File: src/rtl/cm_pkg_type.sv
// Shared byte/word types, lane count and keep-mask helpers for the byte packer.
package cm_pkg_type;

  localparam int unsigned CM_PACK_LANES = 4;
  localparam int unsigned LANE_W        = $clog2(CM_PACK_LANES);

  typedef logic [7:0]               u8;
  typedef logic [31:0]              u32;
  typedef logic [CM_PACK_LANES-1:0] keep_t;
  typedef logic [LANE_W-1:0]        lane_t;

  // Output payload carried through the register slice (37 bits).
  typedef struct packed {
    u32    data;
    keep_t keep;
    logic  last;
  } pack_word_t;

  localparam int unsigned PACK_WORD_W = $bits(pack_word_t);

  // Contiguous keep mask covering fill lanes 0..cnt.
  function automatic keep_t keep_upto(input lane_t cnt);
    keep_upto = CM_PACK_LANES'((5'd2 << cnt) - 5'd1);
  endfunction

endpackage

File: src/rtl/cm_reg_slice.sv
// Single-entry valid/ready output register; upstream may load whenever the slot drains.
module cm_reg_slice #(
  parameter int unsigned W = 37
) (
  input  logic         clk,
  input  logic         rst,
  input  logic         up_valid,
  output logic         up_ready,
  input  logic [W-1:0] up_data,
  output logic         dn_valid,
  input  logic         dn_ready,
  output logic [W-1:0] dn_data
);

  assign up_ready = !dn_valid || dn_ready;

  always_ff @(posedge clk or posedge rst) begin
    if (rst) begin
      dn_valid <= 1'b0;
      dn_data  <= '0;
    end else if (up_ready) begin
      dn_valid <= up_valid;
      if (up_valid) dn_data <= up_data;
    end
  end

endmodule

File: src/rtl/cm_byte_packer.sv
// Packs a byte stream into 32-bit words with keep/last; optional accepted-word
// counter o_words is enabled by defining CM_BYTE_PACKER_STAT_EN.
module cm_byte_packer
  import cm_pkg_type::*;
#(
  parameter bit MSB_FIRST = 1'b0
) (
  input  logic        clk,
  input  logic        rst,
  input  logic        i_valid,
  output logic        i_ready,
  input  logic [7:0]  i_data,
  input  logic        i_last,
  output logic        o_valid,
  input  logic        o_ready,
  output logic [31:0] o_data,
  output logic [3:0]  o_keep,
  output logic        o_last
`ifdef CM_BYTE_PACKER_STAT_EN
  ,
  output logic [31:0] o_words
`endif
);

  typedef enum logic {EMPTY, FILL} state_t;

  state_t     state;
  lane_t      count;
  u32         acc;
  logic       take_c;
  logic       flush_c;
  lane_t      pos_c;
  u32         merged_c;
  pack_word_t word_c;
  pack_word_t out_word;

  assign take_c  = i_valid && i_ready;
  assign flush_c = take_c && (i_last || count == lane_t'(CM_PACK_LANES - 1));
  assign pos_c   = MSB_FIRST ? lane_t'(CM_PACK_LANES - 1) - count : count;

  // A fresh word starts from zero so unused lanes of a partial flush read 0.
  always_comb begin
    merged_c = (state == EMPTY) ? '0 : acc;
    merged_c[{pos_c, 3'b000} +: 8] = u8'(i_data);
    word_c = '{data: merged_c, keep: keep_upto(count), last: i_last};
  end

  always_ff @(posedge clk or posedge rst) begin
    if (rst) begin
      state <= EMPTY;
      count <= '0;
      acc   <= '0;
    end else if (take_c) begin
      if (flush_c) begin
        state <= EMPTY;
        count <= '0;
        acc   <= '0;
      end else begin
        state <= FILL;
        count <= count + lane_t'(1);
        acc   <= merged_c;
      end
    end
  end

  cm_reg_slice #(.W(PACK_WORD_W)) u_out_slice (
    .clk      (clk),
    .rst      (rst),
    .up_valid (flush_c),
    .up_ready (i_ready),
    .up_data  (word_c),
    .dn_valid (o_valid),
    .dn_ready (o_ready),
    .dn_data  (out_word)
  );

  assign o_data = out_word.data;
  assign o_keep = out_word.keep;
  assign o_last = out_word.last;

`ifdef CM_BYTE_PACKER_STAT_EN
  u32 word_cnt;

  always_ff @(posedge clk or posedge rst) begin
    if (rst) begin
      word_cnt <= '0;
    end else if (o_valid && o_ready) begin
      word_cnt <= word_cnt + 32'd1;
    end
  end

  assign o_words = word_cnt;
`endif

endmodule
File: config.mk
export PLATFORM = sky130hd
export DESIGN_NAME = cm_byte_packer
export DESIGN_NICKNAME = d
export VERILOG_FILES = /design/src/rtl/cm_pkg_type.sv /design/src/rtl/cm_reg_slice.sv /design/src/rtl/cm_byte_packer.sv
export SDC_FILE = /design/constraint.sdc
export NUM_CORES = 1
export LEC_CHECK = 0
export BUFFER_PORTS_ARGS = -buffer_cell sky130_fd_sc_hd__buf_2
export CORE_UTILIZATION = 50
export CTS_CLUSTER_SIZE = 40
export DETAILED_ROUTE_END_ITERATION = 10
export HOLD_SLACK_MARGIN = 0.1
export MAX_ROUTING_LAYER = met4
export PLACE_DENSITY = 0.72
export SYNTH_ARGS = -nofsm -noshare
export SYNTH_HDL_FRONTEND = slang
export SYNTH_SLANG_ARGS = --single-unit
File: constraint.sdc
create_clock -name clk -period 2.9 [get_ports clk]
set_input_delay 0 -clock clk [delete_from_list [all_inputs] [get_ports clk]]
set_output_delay 0 -clock clk [all_outputs]
set_load 0.05 [all_outputs]
Word-level counts from Yosys, hierarchy flattened
Cells that the tools add are included.
{ "totals": {"reg_bits": 73, "input_bits": 13, "output_inout_bits": 39, "wordCells": 23} }
{ "classes": {"addsub": 3, "n_eq_ne": 1, "shift": 3, "muxes": 5, "reduce_logical": 6} }
{ "op_table": {"columns": ["op", "count"], "rows": [
  ["$mux 32", 2],
  ["$bwmux 32", 1],
  ["$shift 8x7->32 const A", 1],
  ["$shiftx 8x7->32", 1],
  ["$neg 5->7", 1],
  ["$shl 2x2->4 const A", 1],
  ["$sub 4x1->4 const B", 1],
  ["$add 2x1->2 const B", 1],
  ["$eq 2x2->1 const B", 1],
  ["$logic_and 1x1->1", 2],
  ["$logic_or 1x1->1", 2],
  ["$mux 2", 1],
  ["$reduce_and 2->1", 1],
  ["$logic_not 1->1", 1],
  ["$mux 1", 1]
]} }

Logic depth before layout (Yosys ltp)
Gate-level depths: netlist (run 1).
{ "depth": {"ltp_word": 5, "ltp_mapped": 7, "ltp_nobuf": 5} }

Hierarchy
Synthesis (run 1) repeated with hierarchy kept, for this count alone.
{ "hier_totals": {"cells_unflattened": 233, "area_unflattened_um2": 3380.7} }
{ "by_module_without_submodules": {"columns": ["module", "n_inst", "cells_per_inst", "area_each_um2", "seq_area_each_um2"], "rows": [
  ["cm_byte_packer", 1, 151, 1804.2, 875.8],
  ["cm_reg_slice", 1, 82, 1576.5, 950.9]
]} }

Worst setup path after synthesis (run 1)
Ideal clock, no wire load.
{ "synth_timing": {"kind": "register -> register", "startpoint": "reg u_out_slice.dn_valid", "endpoint": "reg u_out_slice.dn_data[10]", "setup_ns": 0.078, "arrival_ns": 1.916, "t_required_ns": 2.822, "slack_ns": 0.906, "path_stages_with_launch": 7, "period_less_slack_ns": 1.994, "cell_sequence": "dfrtp_1 -> nor2b_1 -> buf_2 -> inv_2 -> clkbuf_1 -> a31oi_1 -> a21oi_1"} }
{ "synth_via": {"elab_chain_cells": 5} }
{ "synth_lines": {"columns": ["element", "line", "rtl"], "rows": [
  ["start: declaration", "cm_reg_slice.sv:10", "output logic dn_valid,"],
  ["start signal: assignment", "cm_reg_slice.sv:22", "dn_valid <= up_valid;"],
  ["$logic_not 1->1 *", "cm_reg_slice.sv:15", "assign up_ready = !dn_valid || dn_ready;"],
  ["$logic_or 1x1->1 *", "cm_reg_slice.sv:15", null],
  ["named net i_ready", "cm_byte_packer.sv:11", "output logic i_ready,"],
  ["$logic_and 1x1->1", "cm_byte_packer.sv:37", "assign take_c = i_valid && i_ready;"],
  ["$logic_and 1x1->1", "cm_byte_packer.sv:38", "assign flush_c = take_c && (i_last || count == lane_t'(CM_PACK_LANES - 1));"],
  ["$reduce_and 2->1 (no source line) *", null, null],
  ["end signal: assignment", "cm_reg_slice.sv:23", "if (up_valid) dn_data <= up_data;"],
  ["end: declaration", "cm_reg_slice.sv:12", "output logic [W-1:0] dn_data"]
]} }
The timed path passes the listed nets; every way through them passes the cells marked *.
A chain may end at the register's enable or synchronous reset.

Final worst setup path (run 1)
{ "layout_timing": {"startpoint": "reg u_out_slice.dn_valid", "endpoint": "reg acc[2]"} }
{ "layout_via": {"elab_chain_cells": 5} }
{ "layout_lines": {"columns": ["element", "line", "rtl"], "rows": [
  ["$logic_not 1->1 *", "cm_reg_slice.sv:15", null],
  ["$logic_or 1x1->1 *", "cm_reg_slice.sv:15", null],
  ["$logic_and 1x1->1 *", "cm_byte_packer.sv:37", null],
  ["$logic_and 1x1->1", "cm_byte_packer.sv:38", null],
  ["$mux 32", "cm_byte_packer.sv:54", "if (flush_c) begin"],
  ["end signal: assignment", "cm_byte_packer.sv:61", "acc <= merged_c;"],
  ["end: declaration", "cm_byte_packer.sv:29", "u32 acc;"]
]} }
Mark *: on every way between the ends. The rest lies on a longest branch, timed or not.

==> impl_metrics.yaml, run 1 <==
sta:
  skew_ns: 0.00780
  period_share_pct: 83.0
  fin_hold_ws_ns: 0.117
  slew_violations: 0
  final_hold_viol_count: 0
  setup_viol: 0
  relSlewSlack_pct: 37.6
  fin_crit_ns: 2.41
  fin_setup_tns_ns: 0
  rsz0062_at_grt: "false"
  fmax_mhz: 416
  tightest_slew_ns: 0.933
hold_path:
  hold_path_end: "count[0]$_DFFE_PP0P_"
  min_path_cells: 4
  holdCritPathClass: "primary input to flop"
  hold_start: "i_valid"
drt:
  drcViolationCount: 0
  num_vias: 2642
  routedWlPerCell_um: 19.0
  viasPerCell: 6.28
  first_pass_iters: 4
  ant_nets: 0
  wl_mm: 8.00
  detail_route.iter0.violations: 259
finish:
  layout-drive-gt1-share_pct: 23.5
  area_growth_pct: 15.8
  n_antenna_cell: 0
  utilization_pct: 60.1
  n_fill_cell: 543
  finalNonFillerCells: 421
  nNetsFinal: 359
critical_path:
  path_max_fanout: 40
  rr_endpoint: "acc[2]$_DFFE_PP0P_"
  reg2reg_from: "u_out_slice.dn_valid$_DFFE_PP0N_"
  worst_ep_required_time_ns: 3.13
  cp-start-kind: "flop"
  slowest_stage: "nor2b_1"
  ff2ff_setup_slack_ns: 0.49
  cp-end-kind: "flop"
  crit_chain: "nor2b_1, inv_2, and4_4, a22o_1"
  worstSetupPathType: "flop to flop"
  crit_path_max_incr_delay_ns: 0.75
  critPathArrivalTime_ns: 2.63
  reg2reg_depth: 4
power:
  p_total_mw: 3.05
  peakVddDrop_v: 0.000399
  power_density_nw_per_um2: 793
  p_leak_nw: 1.69
cts:
  tritoncts.num_buffers: 9
  cts_tree: "yes"
  post-cts-setup-buffer-count: 0
  clockBufferDepth: 2
  cts.hold.buffers_added: 10
  root_buffer: "clkbuf_8"
  cts_resized: 0
  h-tree-depth: 3
  cts.reportedPaths.clkPinSlew_ns: 0.07
  insertion_delay_ns: 0.34
  cts_sinks: 73
global_route:
  grt_max_degree: 74
  grt_pass1_vias: 2548
  grtUsageTotal_pct: 25.3
  overflow: 0
  grt_first_pass_wirelength_mm: 13.2
  antenna_found_initial: 0
placed_design:
  hpwl_mm: 5.07
  gp_congestion: 0.859
  placed_cells: 396
  port_buffers: 51
logic_synthesis:
  synth_seq_area_share_pct: 55.1
  synth_top_area_cell: "dfrtp_1"
  ys_seq_elements: 73
  synth_top_area_share_pct: 55.1
  yosysWarnings: 0
  syn-num-nets: 308
  syn_inst: 289
  synth_area_leaders: "dfrtp_1 (55%), a31oi_1 (8.1%), a32o_1 (4.8%), a32oi_1 (3.7%), a21oi_1 (3.5%)"
  ys_types: 38
  synth_area_um2: 3320
  avgSynthCellArea_um2: 11.5
floorplanning:
  die_h_um: 83.4
  start_util_pct: 51.9
  design.core.area_um2: 6390
  die-area_um2: 6960
  ioPinCount: 52
  die_w_um: 83.4
  num_rows: 29
run:
  maxCapViolations: 0
status:
  status: "finished clean"
final cells by class:
class                           count  area, um^2  share of cell area, %
Clock buffer                       12         145                   3.78
Clock inverter                      3        17.5                  0.456
Inverter                            7        26.3                  0.684
Multi-Input combinational cell    181        1310                   34.1
Sequential cell                    73        1830                   47.6
Tap cell                           77        96.3                   2.51
Timing Repair Buffer               68         420                   10.9
sequential cells by signal, summed over array words and instances (netlist names):
name                  count
u_out_slice.dn_data      37
state                     1
u_out_slice.dn_valid      1
acc                      32
count                     2
worst max-delay path: cells and delay by family, from the launching register on:
| kind | cells | cell delay, ns |
|---|---|---|
| buf+inv | 1 | 0.56 |
| simple gates | 2 | 1.13 |
| flops | 1 | 0.35 |
| compound gates | 1 | 0.24 |
through the flow:
| stage | instance area [um^2] | setup slack (ns) |
|---|---|---|
| 3_5_place_dp | 3580 | 0.549 |
| 5_1_grt | 3840 | 0.259 |
| 3_3_place_gp | 3580 | 0.689 |
| 6_report | 3840 | 0.493 |
| 2_1_floorplan | 3320 | 0.906 |
| 4_1_cts | 3840 | 0.523 |
layer usage:
metal	global-route usage, %	routed length [um]	up-vias
met5	-	0	-
met4	9.24	149	0
met3	6.56	562	16
met2	36.6	3780	99
met1	34.8	3510	1303
li1	-	-	1224
how the worst max path moves through the flow:
stage                                           from                             endpoint  slack, ns  cells after the start
finish              u_out_slice.dn_valid$_DFFE_PP0N_                   acc[2]$_DFFE_PP0P_       0.49                      4
global route        u_out_slice.dn_valid$_DFFE_PP0N_                   acc[2]$_DFFE_PP0P_       0.26                      4
CTS                 u_out_slice.dn_valid$_DFFE_PP0N_                   acc[2]$_DFFE_PP0P_       0.52                      4
detailed placement  u_out_slice.dn_valid$_DFFE_PP0N_                   acc[2]$_DFFE_PP0P_       0.55                      4
global placement                count[0]$_DFFE_PP0P_                  acc[17]$_DFFE_PP0P_       0.69                      5
floorplan           u_out_slice.dn_valid$_DFFE_PP0N_  u_out_slice.dn_data[10]$_DFFE_PP0P_       0.91                      6
synth_stat cells:
cell	instances
dfrtp_1	73
a31oi_1	43
nand4_1	2
a32oi_1	14
and4bb_1	2
and2_1	9
xnor2_1	1
buf_1	4
buf_2	9
and4bb_2	1
a211o_1	4
a21o_1	1
and4_4	1
nand3_1	10
a22o_1	8
ha_1	6
o21ai_0	2
o2bb2ai_1	1
nor3_4	2
inv_2	2
a32o_1	16
nor2b_1	6
and2_4	1
clkbuf_1	9
nand2_1	12
inv_1	5
nor2_1	1
a21oi_1	23
or2_1	1
buf_6	4
a22oi_1	8
nor4b_4	1
mux2_1	1
mux2_2	1
o31ai_1	1
buf_4	2
nand2b_1	1
o21ai_1	1
placed cells by master, fill, tap and decap left out, types with 2 or more instances in the layout:
| cell type | n |
|---|---|
| dfrtp_1 | 73 |
| buf_2 | 51 |
| a31oi_1 | 43 |
| a21oi_1 | 23 |
| a32o_1 | 16 |
| a32oi_1 | 14 |
| nand2_1 | 12 |
| nand3_1 | 10 |
| clkbuf_8 | 10 |
| dlygate4sd3_1 | 10 |
| and2_1 | 9 |
| a22oi_1 | 8 |
| a22o_1 | 8 |
| nor2b_1 | 6 |
| ha_1 | 6 |
| buf_4 | 6 |
| a211o_1 | 4 |
| inv_1 | 4 |
| inv_2 | 3 |
| o21ai_0 | 2 |
| nor3_4 | 2 |
| and4bb_1 | 2 |
| nand4_1 | 2 |
| clkbuf_1 | 2 |
| clkinv_2 | 2 |
power by group:
part | total, mW | internal, mW | leakage (nW) | switching, mW
combinational | 1.12 | 0.285 | 0.674 | 0.832
clock | 0.675 | 0.327 | 0.0822 | 0.348
sequential | 1.25 | 1.16 | 0.935 | 0.0885
logic make-up (layout without fill, tap and decap cells):
| group | count (synthesis) | after routing | share of synthesized area (%) |
|---|---|---|---|
| flops | 73 | 73 | 55.1 |
| compound gates | 122 | 122 | 26.3 |
| mux | 2 | 2 | 0.679 |
| buf+inv | 35 | 90 | 5.43 |
| fa+ha+maj | 6 | 6 | 2.26 |
| simple gates | 50 | 50 | 10.0 |
| xor+xnor | 1 | 1 | 0.264 |
(Power assumes the default switching activity.)
==> run 2: changes to the inputs <==
- ABC_AREA: unset -> 1
- PLACE_DENSITY: 0.72 -> 0.71
- clock period: 2.9 -> 2.22 ns (I/O delays scaled with it)
==> impl_metrics.yaml, run 2 <==
status:
  status: "finished clean"
global_route:
  grt_first_pass_wirelength_mm: 13.9
  overflow: 0
  grtUsageTotal_pct: 25.6
  grt_max_degree: 74
  grt_pass1_vias: 2873
  antenna_found_initial: 0
drt:
  routedWlPerCell_um: 13.3
  detail_route.iter0.violations: 231
  wl_mm: 7.97
  viasPerCell: 4.88
  first_pass_iters: 5
  num_vias: 2928
  ant_nets: 0
  drcViolationCount: 0
power:
  p_sw_mw: 1.23
  p_int_mw: 2.12
  comb_power_share_pct: 28.0
  power_frac_seq_pct: 44.4
  p_total_mw: 3.35
  clkPwrFrac_pct: 27.6
  switching_share_pct: 36.7
  peakVddDrop_v: 0.000427
  p_leak_nw: 2.50
  power_density_nw_per_um2: 821
logic_synthesis:
  synth_top_area_cell: "dfrtp_1"
  syn_inst: 453
  synth_ff_type: "dfrtp_1"
  synth_common_cells: "nand2_1 (292), dfrtp_1 (73), inv_1 (14)"
  synth_area_um2: 3450
  yosysWarnings: 0
  avgSynthCellArea_um2: 7.61
  synth_top_area_share_pct: 53.0
  synth_area_leaders: "dfrtp_1 (53%), nand2_1 (32%), ha_1 (2.2%), inv_1 (1.5%), nand4_1 (1.5%)"
  synthArstFlopShare_pct: 100
  synth_seq_area_share_pct: 53.0
  synth_enable_flop_cells: 0
  yosysMostFrequentCell: "nand2_1"
  ys_seq_elements: 73
  ys_types: 22
  syn-num-nets: 472
finish:
  regArea_um2: 1830
  n_fill_cell: 596
  final_common_cell: "nand2_1"
  layout-drive-gt1-share_pct: 17.4
  largest-register: "u_out_slice.dn_data"
  n_antenna_cell: 0
  largestRegisters: "u_out_slice.dn_data (37), acc (32), count (2)"
  largest_reg_flops: 37
  multi_input_area_um2: 1440
  final_cell_mix: "nand2_1 (292), dfrtp_1 (73), buf_2 (51), inv_1 (13), nor2_1 (12)"
  nNetsFinal: 537
  area_growth_pct: 18.3
floorplanning:
  design.core.area_um2: 6490
  die-area_um2: 7230
  die_h_um: 85.0
  die_w_um: 85.0
  num_rows: 29
  start_util_pct: 53.1
  ioPinCount: 52
cts:
  tritoncts.num_buffers: 9
  h-tree-depth: 3
  cts.hold.buffers_added: 11
  cts_tree: "yes"
  cts_resized: 0
  clockBufferDepth: 2
  insertion_delay_ns: 0.34
  root_buffer: "clkbuf_8"
  post-cts-setup-buffer-count: 0
  cts_sinks: 73
  cts.reportedPaths.clkPinSlew_ns: 0.07
sta:
  rsz0062_at_grt: "false"
  slew_violations: 0
  fin_crit_ns: 1.90
  fmax_mhz: 527
  skew_ns: 0.00561
  final_hold_viol_count: 0
  tightest_slew_ns: 0.557
  period_share_pct: 85.4
  fin_setup_tns_ns: 0
  setup_viol: 0
  relSlewSlack_pct: 62.8
run:
  maxCapViolations: 0
critical_path:
  reg2reg_from: "count[0]$_DFFE_PP0P_"
  reg2reg_depth: 7
  slowest_stage: "dfrtp_1"
  worst_ep_required_time_ns: 2.50
  path_max_fanout: 12
  rr_endpoint: "u_out_slice.dn_data[26]$_DFFE_PP0P_"
  worstSetupPathType: "flop to flop"
  critPathArrivalTime_ns: 2.18
  ff2ff_setup_slack_ns: 0.32
  timing.critical_path.mode_cell: "nand2_1"
  cp-end-kind: "flop"
  cp-start-kind: "flop"
  crit_path_max_incr_delay_ns: 0.50
  crit_chain: "inv_2, ha_1, nor2_1, nand3_1, nand2_1, nand2_1, nand2_1"
hold_path:
  min_path_cells: 4
  holdCritPathClass: "primary input to flop"
  hold_start: "i_valid"
  hold_path_end: "acc[3]$_DFFE_PP0P_"
placed_design:
  gp_congestion: 0.888
  hpwl_mm: 5.29
  port_buffers: 51
[run 2: metal layers]
metal | vias to the layer above | wire, um | GRT usage (%)
met3 | 7 | 469 | 5.64
met5 | - | 0 | -
met2 | 83 | 3690 | 40.1
met4 | 0 | 83 | 5.55
met1 | 1336 | 3720 | 34.6
li1 | 1502 | - | -
[run 2: worst max path at each step]
| stage | from | endpoint | slack (ns) | cells past startpoint |
|---|---|---|---|---|
| after floorplan | rst | acc[0]$_DFFE_PP0P_ | 0.37 | 1 |
| after global placement | count[0]$_DFFE_PP0P_ | u_out_slice.dn_data[25]$_DFFE_PP0P_ | 0.42 | 7 |
| after detailed placement | count[0]$_DFFE_PP0P_ | u_out_slice.dn_data[26]$_DFFE_PP0P_ | 0.36 | 7 |
| after CTS | count[0]$_DFFE_PP0P_ | u_out_slice.dn_data[26]$_DFFE_PP0P_ | 0.35 | 7 |
| after global routing | count[0]$_DFFE_PP0P_ | u_out_slice.dn_data[26]$_DFFE_PP0P_ | 0.05 | 7 |
| final | count[0]$_DFFE_PP0P_ | u_out_slice.dn_data[26]$_DFFE_PP0P_ | 0.32 | 7 |
[run 2: cell type report]
| type | count | share of cell area, % |
|---|---|---|
| clock inverter | 3 | 0.368 |
| sequential | 73 | 44.8 |
| clock buffer | 13 | 3.90 |
| inverter | 21 | 1.93 |
| tap | 77 | 2.36 |
| timing repair buffer | 69 | 11.2 |
| multi-input combinational | 344 | 35.4 |
[run 2: metrics by stage]
stage	worst slack (ns)	utilization, %	hold slack [ns]	area, um^2	cells
2_1_floorplan	0.367	-	0.163	3450	453
3_3_place_gp	0.417	58.4	0.113	3790	573
3_5_place_dp	0.363	58.4	0.121	3790	573
4_1_cts	0.346	62.7	0.109	4080	600
5_1_grt	0.0545	62.7	0.136	4080	600
6_report	0.324	62.7	0.121	4080	600
[run 2: cells by family (layout without fill, tap and decap cells)]
| logic type | count (synthesis) | in the layout | synth area share [%] |
|---|---|---|---|
| buffers and inverters | 36 | 106 | 5.08 |
| adder cells (fa/ha/maj) | 6 | 6 | 2.18 |
| AO/OA/AOI/OAI | 7 | 7 | 1.34 |
| AND/OR/NAND/NOR | 330 | 330 | 38.1 |
| XOR/XNOR | 1 | 1 | 0.254 |
| flip-flops | 73 | 73 | 53.0 |
[run 2: power groups by stage]
stage	registers [mW]	clock network, mW	logic (mW)
4_1_cts	1.48	0.948	0.937
5_1_grt	1.50	1.01	1.04
3_5_place_dp	1.51	0	0.920
2_1_floorplan	1.74	0	0.452
3_3_place_gp	1.51	0	0.914
6_report	1.49	0.924	0.936
[run 2: critical path: cells and delay by family (launching register included)]
kind                     cells  cell delay (ns)
adder cells (fa/ha/maj)      1             0.36
buffers and inverters        1             0.16
flip-flops                   1             0.50
AND/OR/NAND/NOR              5             0.82
==> run 3: changes to the inputs <==
- GPL_TIMING_DRIVEN: unset -> 0
- SYNTH_HIERARCHICAL: unset -> 1
==> impl_metrics.yaml, run 3 <==
critical_path:
  path_max_fanout: 11
  crit_chain: "nand2_2, buf_4, nand2_2, buf_2, a21oi_1, buf_4, buf_2, nand3_1, nand2_1"
  cp-start-kind: "flop"
  worst_ep_required_time_ns: 2.51
  path_delay_family: "buffers and inverters"
  critPathArrivalTime_ns: 2.28
  cp-end-kind: "flop"
  crit_path_max_incr_delay_ns: 0.39
  crit_buf_inv: 4
  worstSetupPathType: "flop to flop"
  slowest_stage: "dfrtp_1"
logic_synthesis:
  ys_types: 23
  synth_enable_flop_cells: 0
  synth_top_area_cell: "dfrtp_1"
  synthArstFlopShare_pct: 100
  syn-num-nets: 498
  ys_seq_elements: 73
  yosysMostFrequentCell: "nand2_1"
  synth_area_leaders: "dfrtp_1 (50%), nand2_1 (24%), nand3_1 (7.4%), inv_1 (3.2%), nand4_1 (2.7%)"
  synth_seq_area_share_pct: 50.0
  yosysWarnings: 6
  synth_top_area_share_pct: 50.0
  synth_ff_type: "dfrtp_1"
  avgSynthCellArea_um2: 7.63
  synth_common_cells: "nand2_1 (231), dfrtp_1 (73), nand3_1 (54)"
  synth_area_um2: 3650
  syn_inst: 479
cts:
  cts_tree: "yes"
  h-tree-depth: 3
  root_buffer: "clkbuf_8"
  insertion_delay_ns: 0.35
  clockBufferDepth: 2
  tritoncts.num_buffers: 9
  cts.reportedPaths.clkPinSlew_ns: 0.08
  cts_sinks: 73
finish:
  final_cell_mix: "nand2_1 (230), dfrtp_1 (72), buf_2 (60), nand3_1 (54), inv_1 (30)"
  area_growth_pct: 18.7
  layout-drive-gt1-share_pct: 19.2
  n_fill_cell: 625
  largestRegisters: "u_out_slice/dn_data (37), acc (32), count (2)"
  largest-register: "u_out_slice/dn_data"
  n_antenna_cell: 0
  largest_reg_flops: 37
  finalNonFillerCells: 654
  utilization_pct: 62.5
  final_common_cell: "nand2_1"
  nNetsFinal: 572
  final_area_um2: 4340
floorplanning:
  design.core.area_um2: 6940
  start_util_pct: 52.6
  ioPinCount: 52
  die-area_um2: 7660
  die_h_um: 87.5
  num_rows: 30
  die_w_um: 87.5
drt:
  wl_mm: 9.21
  m1WireLength_mm: 4.29
  viasPerCell: 5.10
  wl_met3_um: 421
  first_pass_iters: 5
  drcViolationCount: 0
  routedWlPerCell_um: 14.1
  ant_nets: 0
  num_vias: 3334
  wl_met2_mm: 4.27
  detail_route.iter0.violations: 213
  top_layer: "met4"
power:
  power_density_nw_per_um2: 801
  p_leak_nw: 2.60
  peakVddDrop_v: 0.000399
global_route:
  grt_max_degree: 39
  antenna_found_initial: 0
  grtUsageTotal_pct: 27.6
  overflow: 0
  grt_pass1_vias: 3188
  grt_first_pass_wirelength_mm: 15.3
sta:
  period_share_pct: 89.7
  fin_setup_tns_ns: 0
  final_hold_viol_count: 0
  rsz0062_at_grt: "false"
  skew_ns: 0.0107
  slew_violations: 0
  fmax_mhz: 502
  relSlewSlack_pct: 45.4
  fin_hold_ws_ns: 0.157
  setup_viol: 0
  fin_crit_ns: 1.99
  tightest_slew_ns: 0.818
placed_design:
  port_buffers: 51
  gp_congestion: 0.882
  detailed_place.area_um2: 4060
  placed_cells: 627
  hpwl_mm: 6.71
hold_path:
  holdCritPathClass: "primary input to flop"
status:
  status: "finished clean"
run:
  maxCapViolations: 0
==> run 3: cell types whose count changed after synthesis, moves of 4 or more <==
| cell | change |
|---|---|
| nand2_1 | -61 |
| nand3_1 | +46 |
| inv_1 | +17 |
| o22ai_1 | +9 |
| nand4_1 | +8 |
| buf_6 | +4 |
==> run 3: layer usage <==
| metal | vias to the layer above | track usage, % |
|---|---|---|
| met5 | - | - |
| met4 | 0 | 11.9 |
| met3 | 20 | 3.89 |
| met2 | 92 | 43.0 |
| met1 | 1572 | 36.2 |
| li1 | 1650 | - |
==> run 3: cell type report <==
type | instances | area, um^2 | share of cell area [%]
well taps | 96 | 120 | 2.77
multi-input cells | 343 | 1510 | 34.8
repair buffers | 63 | 393 | 9.06
clock inverters | 6 | 35.0 | 0.808
plain buffers | 24 | 176 | 4.07
clock buffers | 10 | 128 | 2.94
inverters | 39 | 148 | 3.40
flip-flops and latches | 73 | 1830 | 42.1
==> run 3: path summary, 6_finish.rpt <==
path / depth (start not counted) / end / slack, ns / start
min reg2reg: 2 / u_out_slice/dn_data[16]$_DFFE_PP0P_ / 0.47 / u_out_slice/dn_data[16]$_DFFE_PP0P_
min in group asynchronous: 3 / acc[14]$_DFFE_PP0P_ / 0.32 / rst
max: 9 / u_out_slice/dn_data[34]$_DFFE_PP0P_ / 0.23 / u_out_slice/dn_valid$_DFFE_PP0P_
max in group asynchronous: 4 / acc[26]$_DFFE_PP0P_ / 1.33 / rst
max reg2reg: 9 / u_out_slice/dn_data[34]$_DFFE_PP0P_ / 0.23 / u_out_slice/dn_valid$_DFFE_PP0P_
min: 5 / u_out_slice/dn_valid$_DFFE_PP0P_ / 0.16 / o_ready
==> run 3: power breakdown <==
part | total, mW | switching [mW] | internal, mW
Clock | 0.888 | 0.491 | 0.397
Sequential | 1.50 | 0.0663 | 1.44
Combinational | 1.08 | 0.805 | 0.278
Total | 3.47 | 1.36 | 2.11
==> run 3: metrics by stage <==
stage	power (mW)	worst slack [ns]
after floorplan	2.32	0.128
after global placement	2.57	0.0822
after detailed placement	2.59	0.0769
after CTS	3.49	0.0616
after global routing	3.66	0.0750
final	3.47	0.229
==> run 3: repair_timing <==
action | 4_1_cts | 5_1_grt
gates resized for setup | 0 | 5
endpoints found under the setup margin | 0 | 38
buffers inserted | 0 | 0
endpoints found under the hold margin | 69 | 0
hold buffers | 11 | 0
==> run 3: logic make-up (layout without fill, tap and decap cells) <==
group	after synthesis	in the layout	synth area share (%)
compound gates	12	12	1.95
xor+xnor	1	1	0.240
fa+ha+maj	6	6	2.05
buf+inv	63	142	8.76
flops	73	73	50.0
other cells	1	1	0.103
simple gates	323	323	36.9
==> run 3: worst register-to-register path: cells and delay by family (launching register included) <==
family	cells	cell delay [ns]
buffers and inverters	4	0.89
and+or+nand+nor	4	0.47
DFF	1	0.39
AOI/OAI and AO/OA	1	0.18
